<file path="config.mk">
export PLATFORM = sky130hd
export DESIGN_NAME = ps2_hit_encoder_flat
export DESIGN_NICKNAME = d
export VERILOG_FILES = /design/src/rtl/ps2_hit_encoder_if.sv /design/src/rtl/ps2_hit_encoder.sv /design/src/flat_wrapper.sv
export SDC_FILE = /design/constraint.sdc
export NUM_CORES = 1
export LEC_CHECK = 0
export BUFFER_PORTS_ARGS = -buffer_cell sky130_fd_sc_hd__buf_4
export CORE_MARGIN = 4
export CORE_UTILIZATION = 60
export DETAILED_ROUTE_END_ITERATION = 10
export HOLD_SLACK_MARGIN = 0.06
export PLACE_DENSITY_LB_ADDON = 0.1
export SLEW_MARGIN = 5
export SYNTH_ARGS = -nofsm -noshare
export SYNTH_HDL_FRONTEND = slang
export SYNTH_SLANG_ARGS = --single-unit
</file>
<file path="constraint.sdc">
create_clock -name clock -period 5.84 [get_ports clock]
set_clock_uncertainty 0.15 [all_clocks]
set_input_delay 0.584 -clock clock [delete_from_list [all_inputs] [get_ports clock]]
set_output_delay 0.584 -clock clock [all_outputs]
set_load 0.1 [all_outputs]
</file>
<file path="src/rtl/ps2_hit_encoder_if.sv">
// ps2_hit_encoder_if
//   Bundles the PS/2 pins and the decoded game-control outputs of ps2_hit_encoder.
//   master : the encoder (consumes the PS/2 pins, drives the decoded outputs)
//   slave  : the board / game side (drives the PS/2 pins, samples the outputs)
//   Signals:
//     ps2_clk, ps2_dat : raw PS/2 pins, asynchronous, idle high
//     hit[2:0]         : hole code 1-5 for one cycle on a new key press, else 0
//     start_pulse      : one-cycle pulse on a new space-bar press
//     frame_error      : one-cycle pulse on parity, stop-bit or timeout error
//     rx_byte[7:0]     : last correctly received byte
//     rx_strobe        : one-cycle pulse when rx_byte updates
interface ps2_hit_encoder_if;
    logic       ps2_clk;
    logic       ps2_dat;
    logic [2:0] hit;
    logic       start_pulse;
    logic       frame_error;
    logic [7:0] rx_byte;
    logic       rx_strobe;

    modport master (
        input  ps2_clk,
        input  ps2_dat,
        output hit,
        output start_pulse,
        output frame_error,
        output rx_byte,
        output rx_strobe
    );

    modport slave (
        output ps2_clk,
        output ps2_dat,
        input  hit,
        input  start_pulse,
        input  frame_error,
        input  rx_byte,
        input  rx_strobe
    );
endinterface

</file>
<file path="src/rtl/ps2_hit_encoder.sv">
// ps2_hit_encoder
//   Receives 11-bit PS/2 keyboard frames (start, 8 data LSB first, odd parity, stop) and
//   turns keys 1-5 into one-cycle hole codes and the space bar into a start pulse.
//   Break (F0) and extended (E0) prefixes are tracked; typematic repeats are suppressed.
//   Ports:
//     clock  : system clock
//     reset  : asynchronous, active-high reset
//     io_bus : ps2_hit_encoder_if.master (PS/2 pins in, decoded outputs out)
module ps2_hit_encoder #(
    parameter int unsigned TIMEOUT_CYCLES = 5000
) (
    input  logic                      clock,
    input  logic                      reset,
    ps2_hit_encoder_if.master         io_bus
);

    localparam int unsigned CntW = $clog2(TIMEOUT_CYCLES + 1);
    localparam logic [CntW-1:0] CntMax = CntW'(TIMEOUT_CYCLES);

    // Code 6 is the space bar; it shares the pressed/repeat logic with the hole keys.
    localparam logic [2:0] CodeSpace = 3'd6;

    typedef enum logic [1:0] {StIdle, StData, StParity, StStop} state_e;

    logic            r_clk_s1, r_clk_s2, r_clk_prev;
    logic            r_dat_s1, r_dat_s2;
    state_e          r_state, w_state_next;
    logic [7:0]      r_shift, w_shift_next;
    logic [2:0]      r_bit_cnt, w_bit_cnt_next;
    logic            r_parity, w_parity_next;
    logic [CntW-1:0] r_tcnt, w_tcnt_next;
    logic            r_ext, w_ext_next;
    logic            r_brk, w_brk_next;
    logic [7:0]      r_pressed, w_pressed_next;
    logic [2:0]      r_hit, w_hit_next;
    logic            r_start, w_start_next;
    logic            r_err;
    logic [7:0]      r_rx_byte;
    logic            r_rx_strobe;

    logic            w_edge;
    logic            w_timeout;
    logic            w_frame_good;
    logic            w_frame_bad;
    logic [2:0]      w_code;

    assign w_edge    = r_clk_prev & ~r_clk_s2;
    assign w_timeout = (r_state != StIdle) && (r_tcnt == CntMax);

    // Receiver next-state
    always_comb begin
        w_state_next   = r_state;
        w_shift_next   = r_shift;
        w_bit_cnt_next = r_bit_cnt;
        w_parity_next  = r_parity;
        w_frame_good   = 1'b0;
        w_frame_bad    = 1'b0;
        if (w_timeout) begin
            w_state_next = StIdle;
            w_frame_bad  = 1'b1;
        end else if (w_edge) begin
            unique case (r_state)
                StIdle: begin
                    // A high start bit is line noise: ignore it silently.
                    if (!r_dat_s2) begin
                        w_state_next   = StData;
                        w_bit_cnt_next = 3'd0;
                    end
                end
                StData: begin
                    w_shift_next   = {r_dat_s2, r_shift[7:1]};
                    w_bit_cnt_next = r_bit_cnt + 3'd1;
                    if (r_bit_cnt == 3'd7) begin
                        w_state_next = StParity;
                    end
                end
                StParity: begin
                    w_parity_next = r_dat_s2;
                    w_state_next  = StStop;
                end
                StStop: begin
                    if (r_dat_s2 && (^{r_shift, r_parity})) begin
                        w_frame_good = 1'b1;
                    end else begin
                        w_frame_bad = 1'b1;
                    end
                    w_state_next = StIdle;
                end
                default: w_state_next = StIdle;
            endcase
        end
    end

    // Inactivity counter, saturating
    always_comb begin
        w_tcnt_next = r_tcnt;
        if (w_edge) begin
            w_tcnt_next = '0;
        end else if (r_state != StIdle && r_tcnt != CntMax) begin
            w_tcnt_next = r_tcnt + CntW'(1);
        end
    end

    always_comb begin
        unique case (r_shift)
            8'h16:   w_code = 3'd1;
            8'h1E:   w_code = 3'd2;
            8'h26:   w_code = 3'd3;
            8'h25:   w_code = 3'd4;
            8'h2E:   w_code = 3'd5;
            8'h29:   w_code = CodeSpace;
            default: w_code = 3'd0;
        endcase
    end

    // Byte decode: prefixes, press/release tracking, repeat suppression
    always_comb begin
        w_ext_next     = r_ext;
        w_brk_next     = r_brk;
        w_pressed_next = r_pressed;
        w_hit_next     = 3'd0;
        w_start_next   = 1'b0;
        if (w_frame_bad) begin
            w_ext_next = 1'b0;
            w_brk_next = 1'b0;
        end else if (w_frame_good) begin
            if (r_shift == 8'hE0) begin
                w_ext_next = 1'b1;
            end else if (r_shift == 8'hF0) begin
                w_brk_next = 1'b1;
            end else begin
                w_ext_next = 1'b0;
                w_brk_next = 1'b0;
                // Extended keys share scan codes with the hole keys; they must not fire.
                if (!r_ext && w_code != 3'd0) begin
                    if (r_brk) begin
                        w_pressed_next[w_code] = 1'b0;
                    end else if (!r_pressed[w_code]) begin
                        w_pressed_next[w_code] = 1'b1;
                        if (w_code == CodeSpace) begin
                            w_start_next = 1'b1;
                        end else begin
                            w_hit_next = w_code;
                        end
                    end
                end
            end
        end
    end

    always_ff @(posedge clock or posedge reset) begin
        if (reset) begin
            r_clk_s1    <= 1'b1;
            r_clk_s2    <= 1'b1;
            r_clk_prev  <= 1'b1;
            r_dat_s1    <= 1'b1;
            r_dat_s2    <= 1'b1;
            r_state     <= StIdle;
            r_shift     <= 8'h00;
            r_bit_cnt   <= 3'd0;
            r_parity    <= 1'b0;
            r_tcnt      <= '0;
            r_ext       <= 1'b0;
            r_brk       <= 1'b0;
            r_pressed   <= 8'h00;
            r_hit       <= 3'd0;
            r_start     <= 1'b0;
            r_err       <= 1'b0;
            r_rx_byte   <= 8'h00;
            r_rx_strobe <= 1'b0;
        end else begin
            r_clk_s1    <= io_bus.ps2_clk;
            r_clk_s2    <= r_clk_s1;
            r_clk_prev  <= r_clk_s2;
            r_dat_s1    <= io_bus.ps2_dat;
            r_dat_s2    <= r_dat_s1;
            r_state     <= w_state_next;
            r_shift     <= w_shift_next;
            r_bit_cnt   <= w_bit_cnt_next;
            r_parity    <= w_parity_next;
            r_tcnt      <= w_tcnt_next;
            r_ext       <= w_ext_next;
            r_brk       <= w_brk_next;
            r_pressed   <= w_pressed_next;
            r_hit       <= w_hit_next;
            r_start     <= w_start_next;
            r_err       <= w_frame_bad;
            r_rx_strobe <= w_frame_good;
            if (w_frame_good) begin
                r_rx_byte <= r_shift;
            end
        end
    end

    assign io_bus.hit         = r_hit;
    assign io_bus.start_pulse = r_start;
    assign io_bus.frame_error = r_err;
    assign io_bus.rx_byte     = r_rx_byte;
    assign io_bus.rx_strobe   = r_rx_strobe;

endmodule

</file>
<file path="src/flat_wrapper.sv">
// flat-port wrapper written by rule: the top's interface ports become plain ports
module ps2_hit_encoder_flat 
#(
    parameter int unsigned TIMEOUT_CYCLES = 5000
)
  (clock, reset, io_bus_ps2_clk, io_bus_ps2_dat, io_bus_hit, io_bus_start_pulse, io_bus_frame_error, io_bus_rx_byte, io_bus_rx_strobe);
  ps2_hit_encoder_if io_bus_i ();
  input  logic clock;
  input  logic reset;
  input wire logic [$bits(io_bus_i.ps2_clk)-1:0] io_bus_ps2_clk;
  input wire logic [$bits(io_bus_i.ps2_dat)-1:0] io_bus_ps2_dat;
  output wire logic [$bits(io_bus_i.hit)-1:0] io_bus_hit;
  output wire logic [$bits(io_bus_i.start_pulse)-1:0] io_bus_start_pulse;
  output wire logic [$bits(io_bus_i.frame_error)-1:0] io_bus_frame_error;
  output wire logic [$bits(io_bus_i.rx_byte)-1:0] io_bus_rx_byte;
  output wire logic [$bits(io_bus_i.rx_strobe)-1:0] io_bus_rx_strobe;
  assign io_bus_i.ps2_clk = io_bus_ps2_clk;
  assign io_bus_i.ps2_dat = io_bus_ps2_dat;
  assign io_bus_hit = io_bus_i.hit;
  assign io_bus_start_pulse = io_bus_i.start_pulse;
  assign io_bus_frame_error = io_bus_i.frame_error;
  assign io_bus_rx_byte = io_bus_i.rx_byte;
  assign io_bus_rx_strobe = io_bus_i.rx_strobe;
  ps2_hit_encoder #(.TIMEOUT_CYCLES(TIMEOUT_CYCLES)) u_core (.clock(clock), .reset(reset), .io_bus(io_bus_i));
endmodule
</file>
After elaboration in Yosys (flattened, before gate mapping)
Index checks and enable logic that the tools add are counted.
{ "word_totals": {"regBits": 56, "inputBits": 4, "word_cells": 121} }
{ "op_classes": {"n_addsub": 2, "order_cmp": 2, "n_eq_ne": 21, "muxes": 48, "bitwise": 9, "n_reduce_logical": 21} }
{ "ops": {"columns": ["op", "n"], "rows": [
  ["== test 8 x 6 -> 1 bit, second input constant", 4],
  ["2-to-1 mux 3 bit", 9],
  ["2-to-1 mux 1 bit", 26],
  ["2-to-1 mux 13 bit", 2],
  ["one-hot mux 3 bit (6 select lines)", 1],
  ["== test 8 x 5 -> 1 bit, second input constant", 2],
  ["== test 8 bit, second input constant", 2],
  ["2-to-1 mux 8 bit", 2],
  ["adder 13 x 1 -> 13 bit, second input constant", 1],
  ["== test 13 bit, second input constant", 1],
  ["inequality test 13 bit, second input constant", 1],
  ["nonzero test 2 bit", 5],
  ["AND reduction 3 bit", 3],
  ["XOR reduction 9 bit", 1],
  ["AND 8 bit", 1],
  ["2-to-1 mux 2 bit", 4],
  ["NOT 8 bit", 1],
  ["OR 8 bit", 1],
  ["one-hot mux 2 bit (4 select lines)", 1],
  ["== test 3 bit, second input constant", 2],
  ["inequality test 3 x 1 -> 1 bit, second input constant", 2],
  ["one-hot mux 3 bit (2 select lines)", 1],
  ["AND reduction 6 bit", 1],
  ["logical AND 1 bit", 5],
  ["other kinds (17)", 24]
]} }

Logic depth before layout (Yosys ltp)
Gate-level depths: netlist of run 1.
{ "logic_depth": {"ltp_word": 11, "mapped_depth": 9, "depth_no_buf": 7} }

Worst setup path before layout of run 1
Ideal clock, no wire load.
{ "synth_path": {"kind": "register to register", "start": "reg u_core.r_state[0]", "end": "reg u_core.r_rx_byte[0], in the netlist u_core.io_bus.rx_byte[0]", "setup_time_ps": 125, "arrival_time_ps": 1922, "slack_ps": 3643, "path_stages_with_launch": 10, "n_path_buf": 2, "path_cell_list": "dfrtp_1 -> inv_1 -> ha_1 -> buf_2 -> and3b_1 -> nand4_2 -> and4_1 -> nand2_4 -> buf_12 -> mux2_4"} }
{ "synth_between": {"elab_chain_cells": 4, "elab_cells_between_ends": 6} }
{ "synth_lines": {"columns": ["element", "line_no", "text"], "rows": [
  ["start, declared", "ps2_hit_encoder.sv:27", "state_e r_state, w_state_next;"],
  ["start signal, assigned", "ps2_hit_encoder.sv:158", "r_state <= StIdle;"],
  ["start signal, assigned", "ps2_hit_encoder.sv:177", "r_state <= w_state_next;"],
  ["== test 2 bit", "ps2_hit_encoder.sv:62", "unique case (r_state)"],
  ["2-to-1 mux 1 bit", "ps2_hit_encoder.sv:62", null],
  ["2-to-1 mux 1 bit", "ps2_hit_encoder.sv:61", "end else if (w_edge) begin"],
  ["2-to-1 mux 1 bit *", "ps2_hit_encoder.sv:58", "if (w_timeout) begin"],
  ["end signal, assigned", "ps2_hit_encoder.sv:190", "r_rx_byte <= r_shift;"],
  ["end, declared", "ps2_hit_encoder.sv:38", "logic [7:0] r_rx_byte;"]
]} }
Mark *: on every way between the ends. The rest lies on a longest branch, timed or not.
A chain may end at the register's enable or synchronous reset.

Worst setup path in the final report of run 1
{ "layout_path": {"start": "reg u_core.r_shift[3]", "end": "reg u_core.r_rx_byte[6], in the netlist u_core.io_bus.rx_byte[6]"} }
{ "layout_between": {"elab_chain_cells": 6} }
{ "layout_lines": {"columns": ["element", "line_no", "text"], "rows": [
  ["start, declared", "ps2_hit_encoder.sv:28", "logic [7:0] r_shift, w_shift_next;"],
  ["start signal, assigned", "ps2_hit_encoder.sv:178", "r_shift <= w_shift_next;"],
  ["XOR reduction 9 bit", "ps2_hit_encoder.sv:82", "if (r_dat_s2 && (^{r_shift, r_parity})) begin"],
  ["logical AND 1 bit", "ps2_hit_encoder.sv:82", null],
  ["2-to-1 mux 1 bit", "ps2_hit_encoder.sv:82", null],
  ["2-to-1 mux 1 bit", "ps2_hit_encoder.sv:62", null],
  ["2-to-1 mux 1 bit", "ps2_hit_encoder.sv:61", null],
  ["2-to-1 mux 1 bit", "ps2_hit_encoder.sv:58", null]
]} }
No other way between the ends.

==> results of run 1 <==
-- cell usage in the layout, fill, tap and decap left out, types with 6 or more instances in the layout --
| cell type | netlist | layout |
|---|---|---|
| nor2b_1 | 6 | 6 |
| mux2_2 | 9 | 9 |
| dfrtp_1 | 50 | 50 |
| buf_4 | 2 | 19 |
| inv_1 | 16 | 15 |
| nor3_1 | 7 | 7 |
| nand4_1 | 7 | 7 |
| ha_1 | 8 | 8 |
| nor2_1 | 24 | 24 |
| mux2i_1 | 8 | 8 |
| nand2_1 | 11 | 11 |
| xor2_1 | 11 | 11 |
| a21oi_1 | 8 | 8 |
| nand3_1 | 9 | 9 |
-- metrics by stage --
stage	instances	power (mW)	utilization (%)
final	330	1.410	65.84
after floorplan	266	1.114	-
after detailed placement	322	1.220	64.11
after global placement	322	1.202	64.11
after global routing	330	1.513	65.84
after CTS	330	1.422	65.84
-- critical path: cells and delay by family (launching register included) --
family | cells | cell delay (ns)
xor+xnor | 3 | 0.88
flops | 1 | 0.74
simple gates | 1 | 0.19
mux | 1 | 0.35
-- cells by family (layout without fill, tap and decap cells) --
family | after synthesis | count (layout)
fa+ha+maj | 8 | 8
buf+inv | 33 | 43
compound gates | 29 | 29
flops | 55 | 55
mux | 22 | 22
simple gates | 99 | 99
xor+xnor | 20 | 20
-- report_power, final --
| part | internal, mW | leakage [nW] | switching (mW) | total, mW |
|---|---|---|---|---|
| clock | 0.0846 | 0.0422 | 0.117 | 0.202 |
| sequential | 0.459 | 0.719 | 0.117 | 0.576 |
| combinational | 0.251 | 0.702 | 0.382 | 0.633 |
-- cell type report --
type                       instances  area (um2)  share of cell area, %
sequential                        55        1383                  44.76
multi-input combinational        178        1355                  43.86
tap                               54       67.56                  2.187
timing repair buffer              19       142.6                  4.617
inverter                          16       60.06                  1.944
clock inverter                     1       5.005                 0.1620
clock buffer                       7       76.32                  2.471
-- metal layers --
layer	vias to the layer above	part of all wire, %	routed length, um	global-route usage (%)
met5	-	0	0	0
met4	0	1.6	83	7.295
met3	9	3.0	154	3.364
met2	40	49	2541	31.78
met1	918	46	2367	25.11
li1	939	-	-	-
-- how the worst min path moves through the flow --
stage / end / from
finish: u_core.r_clk_s2 / u_core.r_clk_s1
global route: u_core.r_clk_s1 / io_bus_ps2_clk
CTS: u_core.r_dat_s2 / u_core.r_dat_s1
detailed placement: u_core.r_dat_s2 / u_core.r_dat_s1
global placement: u_core.r_clk_s2 / u_core.r_clk_s1
floorplan: u_core.r_clk_s2 / u_core.r_clk_s1
==> Flow_metrics.wiki, run 1 <==
{| class="wikitable"
! Metric !! Value
|-
| Worst slack after detailed placement || 3.438 ns
|-
| Final Critical Period || 2.425 ns
|-
| Resize count post-CTS || 0
|-
| Reg2Reg Setup Slack || 3.41 ns
|-
| Via count of the first global-routing pass || 1,933
|-
| Fillcell total || 387
|-
| Final worst-path cycle share || 41.53%
|-
| Gr ovfl total || 0
|-
| Crit-path max cell delay || 0.74 ns
|-
| Num CTS Buffers || 5
|-
| Post-Synthesis Net Count || 278
|-
| Antenna diodes || 0
|-
| Count of nets left with antenna violations after detail routing || 0
|-
| Most instantiated library cell after synthesis || dfrtp_1
|-
| TritonCTS clock tree || done
|-
| Placeable Area || 4692 um2
|-
| FF+latch count, synth || 55
|-
| Final HPWL from detailed placement || 3.623 mm
|-
| Power density over cell area || 456.6 nW/um2
|-
| Maximum fanout encountered on the critical timing path || 22
|-
| Relative max-transition margin || 40.08%
|-
| Die H || 77.50 um
|-
| Global-route wire length before repair || 9.252 mm
|-
| Overall Global Routing Usage || roughly a fifth
|-
| Io pins || 18
|-
| Kind of critical path || reg -> reg
|-
| Number of library cell types mapped by synthesis || 56
|-
| Fraction of synthesis flops using an asynchronous set or reset pin || 100.0%
|-
| Slowest-stage cell, CP || dfrtp_1
|-
| Placer's final routability congestion estimate || ~0.77
|-
| Leakage power total || 1.463 nW
|-
| Count of synthesis-stage warnings from yosys || 0
|-
| Number of post-CTS setup repair buffers || 0
|-
| Proportion of synthesized chip area in sequential cells || 47.71%
|-
| Summed instance area of the synthesized netlist || 2898 um2
|-
| CP Launch Point || u_core.r_shift[3]
|-
| Via/cell ratio || 5.776
|-
| Worst path arrival time || 2.47 ns
|-
| Worst IR Drop VDD || 0.0002319 V
|-
| Layout Area Growth over Synthesis || 6.606%
|-
| CTS clock-pin slew for the worst setup and hold paths || 0.09 ns
|-
| Setup violation total in the final timing report || 0
|-
| Initial core utilization || 61.76%
|-
| Compound-cell area share of the yosys netlist || 6.520%
|-
| Count of cells along the worst register-to-register path || 5
|-
| Net count, final || 287
|-
| Pin count of the biggest net entering global routing || 56
|-
| Share of cells above drive strength 1 || 19.93%
|-
| Hold Worst Slack || 0.2115 ns
|-
| Synthesized area per cell || 10.89 um2
|-
| Xor/xnor share of the synthesized area || about 7.3%
|-
| Reg2reg start || u_core.r_shift[3]
|-
| Min-Delay Path Depth || 0
|-
| Htree depth || 2
|-
| Maximum Capacitance Violations || 0
|-
| Drt pass-1 iters || 4
|-
| Adder-cell share of the synthesized area || 3.454%
|-
| Mux share of post-synthesis cell area || slightly below 9%
|-
| TritonCTS sink count || 55
|-
| Top post-synthesis cells by area || dfrtp_1 (43%), dfstp_2 (4.5%), mux2_2 (3.5%), ha_1 (3.5%), xor2_1 (3.3%)
|-
| Transition time of the tightest slew-check pin || 0.8863 ns
|-
| Post-synthesis simple-gate area fraction || 20.60%
|-
| Buffer levels on the longest clock path || 2
|-
| CP Data Required Time || 5.88 ns
|-
| Final hold viol count || 0
|-
| Endpoint of the worst-slack reg-to-reg timing path || u_core.io_bus.rx_byte[6]
|-
| Number of buffer cells added on primary ports || 17
|-
| Critical path cell sequence || xor2_1, xnor2_1, xnor3_2, nand2_4, mux2_2
|-
| Prevailing post-synth register cell || dfrtp_1
|-
| DR iter-0 viols || 108
|-
| Clock Root Buffer || clkbuf_8
|-
| Sum of routed wire length over all layers || 5.147 mm
|-
| Achievable frequency || around 410 MHz
|-
| CP endpoint kind || register
|-
| RSZ-0062 raised after global routing || no
|-
| Area enclosed by the die boundary || 6005 um2
|-
| Status || completed
|-
| Area after DPL || 3008 um2
|-
| Post-synth top cells || dfrtp_1 (50), nor2_1 (24), inv_1 (16)
|-
| Mean routed wirelength per cell || 15.60 um
|-
| Worst setup path endpoint || u_core.io_bus.rx_byte[6]
|-
| Hold-fix buffers at CTS || 0
|-
| Rows || 25
|-
| Hold WC Path Type || reg -> reg
|-
| Library cell occupying the most area in the post-synthesis netlist || dfrtp_1
|-
| Slew Limit Fails || 0
|-
| Smallest setup slack after layout || 3.415 ns
|-
| Die X-Extent || 77.50 um
|-
| Main combinational cell family by area after synthesis || simple AND/OR/NAND/NOR gates
|-
| DRC violations left || 0
|-
| Critical path startpoint category || register
|-
| Accumulated negative setup slack || 0 ns
|-
| Clock insertion delay at the later pin of the skew report || 0.30 ns
|-
| Fin area || about 3100 um2
|-
| Number of enable flip-flop cells after synthesis || 0
|-
| Routed vias || 1,906
|-
| Antenna violations before repair || 0
|-
| Gate Count Post-Synth || 266
|-
| Synth top area share || 43.18%
|}
(Power assumes the default switching activity.)
==> run 2: changes to the inputs <==
--- a/config.mk
+++ b/config.mk
@@ -5,9 +5,10 @@
 export SDC_FILE = /design/constraint.sdc
 export NUM_CORES = 1
 export LEC_CHECK = 0
+export ABC_AREA = 1
 export BUFFER_PORTS_ARGS = -buffer_cell sky130_fd_sc_hd__buf_4
 export CORE_MARGIN = 4
-export CORE_UTILIZATION = 60
+export CORE_UTILIZATION = 55
 export DETAILED_ROUTE_END_ITERATION = 10
 export HOLD_SLACK_MARGIN = 0.06
 export PLACE_DENSITY_LB_ADDON = 0.1
==> constraint.sdc (replaced) <==
create_clock -name clock -period 2 [get_ports clock]
set_clock_uncertainty 0.15 [all_clocks]
set_input_delay 0.2 -clock clock [delete_from_list [all_inputs] [get_ports clock]]
set_output_delay 0.2 -clock clock [all_outputs]
set_load 0.1 [all_outputs]
==> run 2 against run 1 <==
The run now ends with setup timing left. Via count increased by 36%. Critical path depth up 9. Non-clock buffer count rose by 33. First-iteration DRC count fell by 42%. Global-route usage is 0.43 points lower. Sequential share of layout area down 8.5 points. Die area rose by 15%. Routed wire length rose by 22%. Critical endpoint is now u_core.io_bus.hit[2]. Largest power group unchanged.
==> Flow_metrics.wiki, run 2 <==
{| class="wikitable"
! Metric !! Value
|-
| Buffer levels on the longest clock path || 2
|-
| Routed vias || 2,587
|-
| Maximum fanout encountered on the critical timing path || 7
|-
| Mean routed wirelength per cell || 12.32 um
|-
| Relative max-transition margin || 64.60%
|-
| CTS clock-pin slew for the worst setup and hold paths || 0.09 ns
|-
| Seq pwr share || 38.8%
|-
| Smallest setup slack after layout || -0.001606 ns
|-
| CP endpoint kind || register
|-
| Overall power consumption || 3.770 mW
|-
| Number of library cell types mapped by synthesis || 37
|-
| Power density over cell area || 982.8 nW/um2
|-
| Pin count of the biggest net entering global routing || 39
|-
| Placeable Area || 5507 um2
|-
| Clock insertion delay at the later pin of the skew report || 0.31 ns
|-
| Clock Root Buffer || clkbuf_8
|-
| RSZ-0062 raised after global routing || yes
|-
| Via/cell ratio || 5.073
|-
| Final Critical Period || 2.002 ns
|-
| Most instantiated library cell after synthesis || nand2_1
|-
| Overall Global Routing Usage || 18.74%
|-
| Number of enable flip-flop cells after synthesis || 0
|-
| Count of synthesis-stage warnings from yosys || 0
|-
| Sum of routed wire length over all layers || 6.285 mm
|-
| Setup violation total in the final timing report || 1
|-
| Placer's final routability congestion estimate || 0.8201
|-
| Synth top area share || 40.16%
|-
| Transition time of the tightest slew-check pin || 0.5262 ns
|-
| Leakage power total || 1.899 nW
|-
| Area enclosed by the die boundary || 6933 um2
|-
| Slew Limit Fails || 0
|-
| Io pins || 18
|-
| TritonCTS sink count || 55
|-
| Synthesized area per cell || 8.092 um2
|-
| Gate Count Post-Synth || slightly below 400
|-
| Final worst-path cycle share || 100.1%
|-
| Worst IR Drop VDD || 0.0005513 V
|-
| Combinational Power Share || 45.4%
|-
| Num CTS Buffers || 5
|-
| Achievable frequency || around 500 MHz
|-
| Switching power total || 1.584 mW
|-
| FF+latch count, synth || 55
|-
| Htree depth || 2
|-
| Library cell occupying the most area in the post-synthesis netlist || dfrtp_1
|-
| Status || finished with violations
|-
| Number of buffer cells added on primary ports || 17
|-
| Total internal power || 2.187 mW
|-
| Via count of the first global-routing pass || between 2,000 and 2,500
|-
| Accumulated negative setup slack || -0.001606 ns
|-
| Post-synth top cells || nand2_1 (85), inv_1 (59), dfrtp_1 (50)
|-
| Count of nets left with antenna violations after detail routing || 0
|-
| CP Data Required Time || 2.09 ns
|-
| Kind of critical path || reg -> reg
|-
| Final HPWL from detailed placement || 4.358 mm
|-
| Gr ovfl total || 0
|-
| Hold WC Path Type || reg -> reg
|-
| Final hold viol count || 0
|-
| Die H || 83.27 um
|-
| Antenna violations before repair || 0
|-
| Initial core utilization || 56.58%
|-
| Maximum Capacitance Violations || 0
|-
| Top post-synthesis cells by area || dfrtp_1 (40%), nand2_1 (10%), inv_1 (7.1%), dfstp_2 (4.2%), nand3_2 (3.9%)
|-
| Prevailing post-synth register cell || dfrtp_1
|-
| Fraction of synthesis flops using an asynchronous set or reset pin || 100.0%
|-
| Most common cell after layout, fill and taps aside || nand2_1
|-
| Proportion of synthesized chip area in sequential cells || 44.38%
|-
| Sw frac || a little over two fifths
|-
| Net count, final || about 450
|-
| Rows || 27
|-
| DR iter-0 viols || 63
|-
| Summed instance area of the synthesized netlist || 3115 um2
|-
| Antenna diodes || 0
|-
| Layout Area Growth over Synthesis || 23.13%
|-
| Share of cells above drive strength 1 || 35.84%
|-
| Critical path startpoint category || register
|-
| TritonCTS clock tree || done
|-
| Most frequent cells in the layout || nand2_1 (71), inv_1 (54), dfrtp_1 (44)
|-
| Drt pass-1 iters || 4
|-
| Failing checks || setup timing
|-
| Global-route wire length before repair || 10.81 mm
|-
| Post-Synthesis Net Count || slightly below 400
|-
| Power share of the clock group || 15.8%
|-
| Fillcell total || 441
|-
| Die X-Extent || 83.27 um
|-
| Worst path arrival time || 2.09 ns
|-
| DRC violations left || 0
|}
[run 2: final timing paths]
kind	cells past startpoint	start	slack [ns]	endpoint
setup / recovery	14	u_core.r_shift[3]	-0.002	u_core.io_bus.hit[2]
hold / removal	0	u_core.r_clk_s1	0.21	u_core.r_clk_s2
setup reg to reg	14	u_core.r_shift[3]	-0.002	u_core.io_bus.hit[2]
hold reg to reg	0	u_core.r_clk_s1	0.21	u_core.r_clk_s2
max in group asynchronous	4	reset	0.82	u_core.r_clk_prev
min in group asynchronous	3	reset	0.28	asynchronous set/reset pin
[run 2: routing by layer]
layer  track usage [%]  wire, um
met5                 0         0
met4             6.389       107
met3             3.075       159
met2             31.71      3076
met1             24.32      2941
[run 2: layout make-up]
class                   instances  area (um2)  area share (%)
multi-input cells             253        1560           40.67
flip-flops and latches         55        1390           36.24
repair buffers                 52       441.7           11.51
inverters                      70       272.8           7.110
well taps                      72       90.09           2.348
clock buffers                   7       76.32           1.990
clock inverters                 1       5.005          0.1305
[run 2: logic make-up (layout without fill, tap and decap cells)]
| group | after synthesis | count (layout) | share of synthesized area (%) |
|---|---|---|---|
| flip-flops | 55 | 55 | 44.38 |
| AO/OA/AOI/OAI | 44 | 44 | 8.233 |
| buffers and inverters | 78 | 130 | 10.84 |
| AND/OR/NAND/NOR | 198 | 199 | 32.65 |
| adder cells (fa/ha/maj) | 8 | 8 | 3.213 |
| multiplexers | 2 | 2 | 0.6827 |
[run 2: what timing repair did]
item,4_1_cts,5_1_grt
endpoints found under the setup margin,20,32
gates cloned,1,1
buffers inserted,6,10
pin swaps,5,37
hold endpoints to repair,19,0
hold buffers,3,0
resized for setup,18,48
[run 2: power groups by stage]
stage / registers [mW] / logic, mW / clock network, mW
after global routing: 1.49 / 1.91 / 0.664
final: 1.46 / 1.71 / 0.596
after CTS: 1.44 / 1.50 / 0.621
after floorplan: 1.60 / 0.908 / 0
after detailed placement: 1.46 / 1.42 / 0
after global placement: 1.45 / 1.38 / 0
[run 2: worst max-delay path, stage by stage, from the launching register on]
cell	delay, ns
dfrtp_2	0.48
inv_4	0.11
nand2_2	0.06
nand2_2	0.08
nand2_4	0.06
nand2_2	0.05
nand2_2	0.07
nand2_2	0.07
nand2_2	0.07
nand2_2	0.08
nand4_4	0.12
buf_4	0.15
buf_4	0.13
nor2_2	0.09
and3_1	0.16
[run 2: metrics by stage]
stage	cell area (um2)	hold slack [ns]	std cells	utilization [%]	worst slack (ns)
6_report	3836	0.2101	510	69.67	-0.001606
5_1_grt	3836	0.2194	510	69.67	-0.1436
4_1_cts	3667	0.2111	501	66.60	-0.008829
3_5_place_dp	3401	0.07095	483	61.76	-0.1447
3_3_place_gp	3401	0.06316	483	61.76	-0.04125
2_1_floorplan	3115	0.05448	385	-	0.06066
==> run 3: changes to the inputs <==
--- a/config.mk
+++ b/config.mk
@@ -5,10 +5,9 @@
 export SDC_FILE = /design/constraint.sdc
 export NUM_CORES = 1
 export LEC_CHECK = 0
-export ABC_AREA = 1
 export BUFFER_PORTS_ARGS = -buffer_cell sky130_fd_sc_hd__buf_4
 export CORE_MARGIN = 4
-export CORE_UTILIZATION = 55
+export CORE_UTILIZATION = 60
 export DETAILED_ROUTE_END_ITERATION = 10
 export HOLD_SLACK_MARGIN = 0.06
 export PLACE_DENSITY_LB_ADDON = 0.1
==> constraint.sdc (replaced) <==
create_clock -name clock -period 2.1 [get_ports clock]
set_clock_uncertainty 0.15 [all_clocks]
set_input_delay 0.21 -clock clock [delete_from_list [all_inputs] [get_ports clock]]
set_output_delay 0.21 -clock clock [all_outputs]
set_load 0.1 [all_outputs]
==> run 3 against run 2 <==
The run now ends clean. Final area decreased by 13%. Non-clock buffer count decreased by 8. Via count decreased by 21%. Count of clock-buffer cells in the layout unchanged. Register-to-register slack improved by 0.02 ns. Sequential power increased by 3%. Die area decreased by 13%. Hold slack about the same. First-iteration DRC count increased by 41%. Clock power about the same. Critical path type unchanged. Critical endpoint is now u_core.io_bus.rx_byte[7]. Largest power group unchanged.
==> Flow_metrics.wiki, run 3 (synthesis gave the netlist of run 1 again) <==
{| class="wikitable"
! Metric !! Value
|-
| Num CTS Buffers || 5
|-
| Gr ovfl total || 0
|-
| RSZ-0062 raised after global routing || yes
|-
| Relative max-transition margin || 63.37%
|-
| Achievable frequency || 479.9 MHz
|-
| Antenna violations before repair || 0
|-
| Global-route wire length before repair || ~9.5 mm
|-
| Die X-Extent || 77.50 um
|-
| Number of buffer cells added on primary ports || 17
|-
| TritonCTS sink count || between 50 and 60
|-
| Drt pass-1 iters || 4
|-
| Htree depth || 2
|-
| Net count, final || 312
|-
| Rows || 25
|-
| Slew Limit Fails || 0
|-
| Via/cell ratio || 5.772
|-
| Io pins || 18
|-
| Sw frac || a little over two fifths
|-
| DRC violations left || 0
|-
| Final hold viol count || 0
|-
| TritonCTS clock tree || done
|-
| Maximum Capacitance Violations || 0
|-
| Combinational Power Share || 50.9%
|-
| Via count of the first global-routing pass || 2,071
|-
| Final Critical Period || approximately 2.1 ns
|-
| Most common cell after layout, fill and taps aside || dfrtp_1
|-
| Post-Route Utilization || 71.47%
|-
| Routed vias || 2,049
|-
| Worst path arrival time || 2.13 ns
|-
| CTS clock-pin slew for the worst setup and hold paths || 0.09 ns
|-
| Layout Area Growth over Synthesis || 15.72%
|-
| Transition time of the tightest slew-check pin || 0.5476 ns
|-
| Pin count of the biggest net entering global routing || 35
|-
| DR iter-0 viols || between 80 and 90
|-
| Buffer levels on the longest clock path || 2
|-
| Most frequent cells in the layout || dfrtp_1 (48), buf_4 (40), nor2_1 (24)
|-
| Die H || 77.50 um
|-
| Status || completed
|-
| Reg2Reg Setup Slack || between 0.015 and 0.02 ns
|-
| Leakage power total || 1.579 nW
|-
| Mean routed wirelength per cell || 15.76 um
|-
| Power density over cell area || 1272 nW/um2
|-
| CP Data Required Time || around 2.1 ns
|-
| Critical path startpoint category || register
|-
| Area after DPL || between 3000 and 4000 um2
|-
| Antenna diodes || 0
|-
| Worst IR Drop VDD || around 0.0007 V
|-
| Initial core utilization || 61.76%
|-
| Seq pwr share || a little over a third
|-
| Share of cells above drive strength 1 || 29.57%
|-
| Count of nets left with antenna violations after detail routing || 0
|-
| Area enclosed by the die boundary || roughly 6000 um2
|-
| Total internal power || 2.426 mW
|-
| Sum of routed wire length over all layers || 5.594 mm
|-
| CP endpoint kind || register
|-
| Placeable Area || 4692 um2
|-
| Final HPWL from detailed placement || 4.005 mm
|-
| Placer's final routability congestion estimate || 0.8466
|-
| Maximum fanout encountered on the critical timing path || 9
|-
| Switching power total || about 1.8 mW
|-
| Power share of the clock group || between 10% and 20%
|-
| Hold WC Path Type || reg -> reg
|-
| Setup violation total in the final timing report || 0
|-
| Kind of critical path || reg -> reg
|-
| Clock insertion delay at the later pin of the skew report || 0.31 ns
|-
| Overall Global Routing Usage || 19.78%
|-
| Fin area || 3353 um2
|-
| Final worst-path cycle share || between 90% and 100%
|-
| Clock Root Buffer || clkbuf_8
|}
-- run 3: changes by cell type in the layout (fill, tap and decap cells not counted), sizes merged, moves of 8 or more --
cell	delta
nand2	-92
inv	-53
o21ai	-23
nand3	-16
mux2	+13
nor2	-12
xor2	+11
buf	-8
nand4	-8
xnor2	+8
-- run 3: area by class of cell --
type | instances | area [um2]
Multi-Input combinational cell | 178 | 1399
Sequential cell | 55 | 1385
Fill cell | 343 | 1339
Timing Repair Buffer | 44 | 350.3
Clock buffer | 7 | 86.33
Tap cell | 54 | 67.56
Inverter | 16 | 60.06
Clock inverter | 1 | 5.005
-- run 3: per-stage QoR --
step | worst slack (ns) | power [mW] | hold WS [ns] | instances | setup TNS [ns]
final | 0.01618 | 4.266 | 0.2096 | 355 | 0
after global routing | -0.04171 | 4.510 | 0.2156 | 355 | -0.1536
after CTS | 0.02177 | 4.202 | 0.2111 | 350 | 0
after detailed placement | 0.01072 | 3.544 | 0.1216 | 339 | 0
after global placement | 0.03900 | 3.488 | 0.1123 | 339 | 0
after floorplan | 0.003463 | 3.117 | 0.06448 | 266 | 0
-- run 3: timing repair --
action                     CTS  global route
pin swaps                    0             5
setup buffers                0             5
hold buffers                 3             0
hold endpoints to repair    23             0
setup endpoints to repair    1            19
gates resized for setup      1             9
gates cloned                 0             0
-- run 3: critical path, stage by stage, from the launching register on --
cell     delay (ns)
dfrtp_2        0.45
xnor2_1        0.15
xnor2_1        0.28
xnor3_2        0.47
nand2_8        0.13
mux2_2         0.34
-- run 3: worst paths after layout --
kind,startpoint,to,depth (start not counted)
max,u_core.r_shift[7],u_core.io_bus.rx_byte[7],5
min,u_core.r_clk_s1,u_core.r_clk_s2,0
max reg2reg,u_core.r_shift[7],u_core.io_bus.rx_byte[7],5
min reg2reg,u_core.r_clk_s1,u_core.r_clk_s2,0
max in group asynchronous,reset,u_core.r_clk_s2,4
min in group asynchronous,reset,u_core.io_bus.rx_strobe,3
-- run 3: layer usage --
layer / up-vias / GRT usage [%] / wire length, um
met5: - / 0 / 0
met4: 0 / 7.117 / 159
met3: 14 / 3.596 / 192
met2: 43 / 34.97 / 2818
met1: 1003 / 24.12 / 2424
li1: 989 / - / -
-- run 3: power groups by stage --
stage          clock, mW  sequential, mW  combinational [mW]
2_1_floorplan          0            1.76                1.36
3_3_place_gp           0            1.51                1.98
3_5_place_dp           0            1.52                2.03
4_1_cts            0.611            1.50                2.09
5_1_grt            0.660            1.54                2.31
6_report           0.593            1.50                2.17
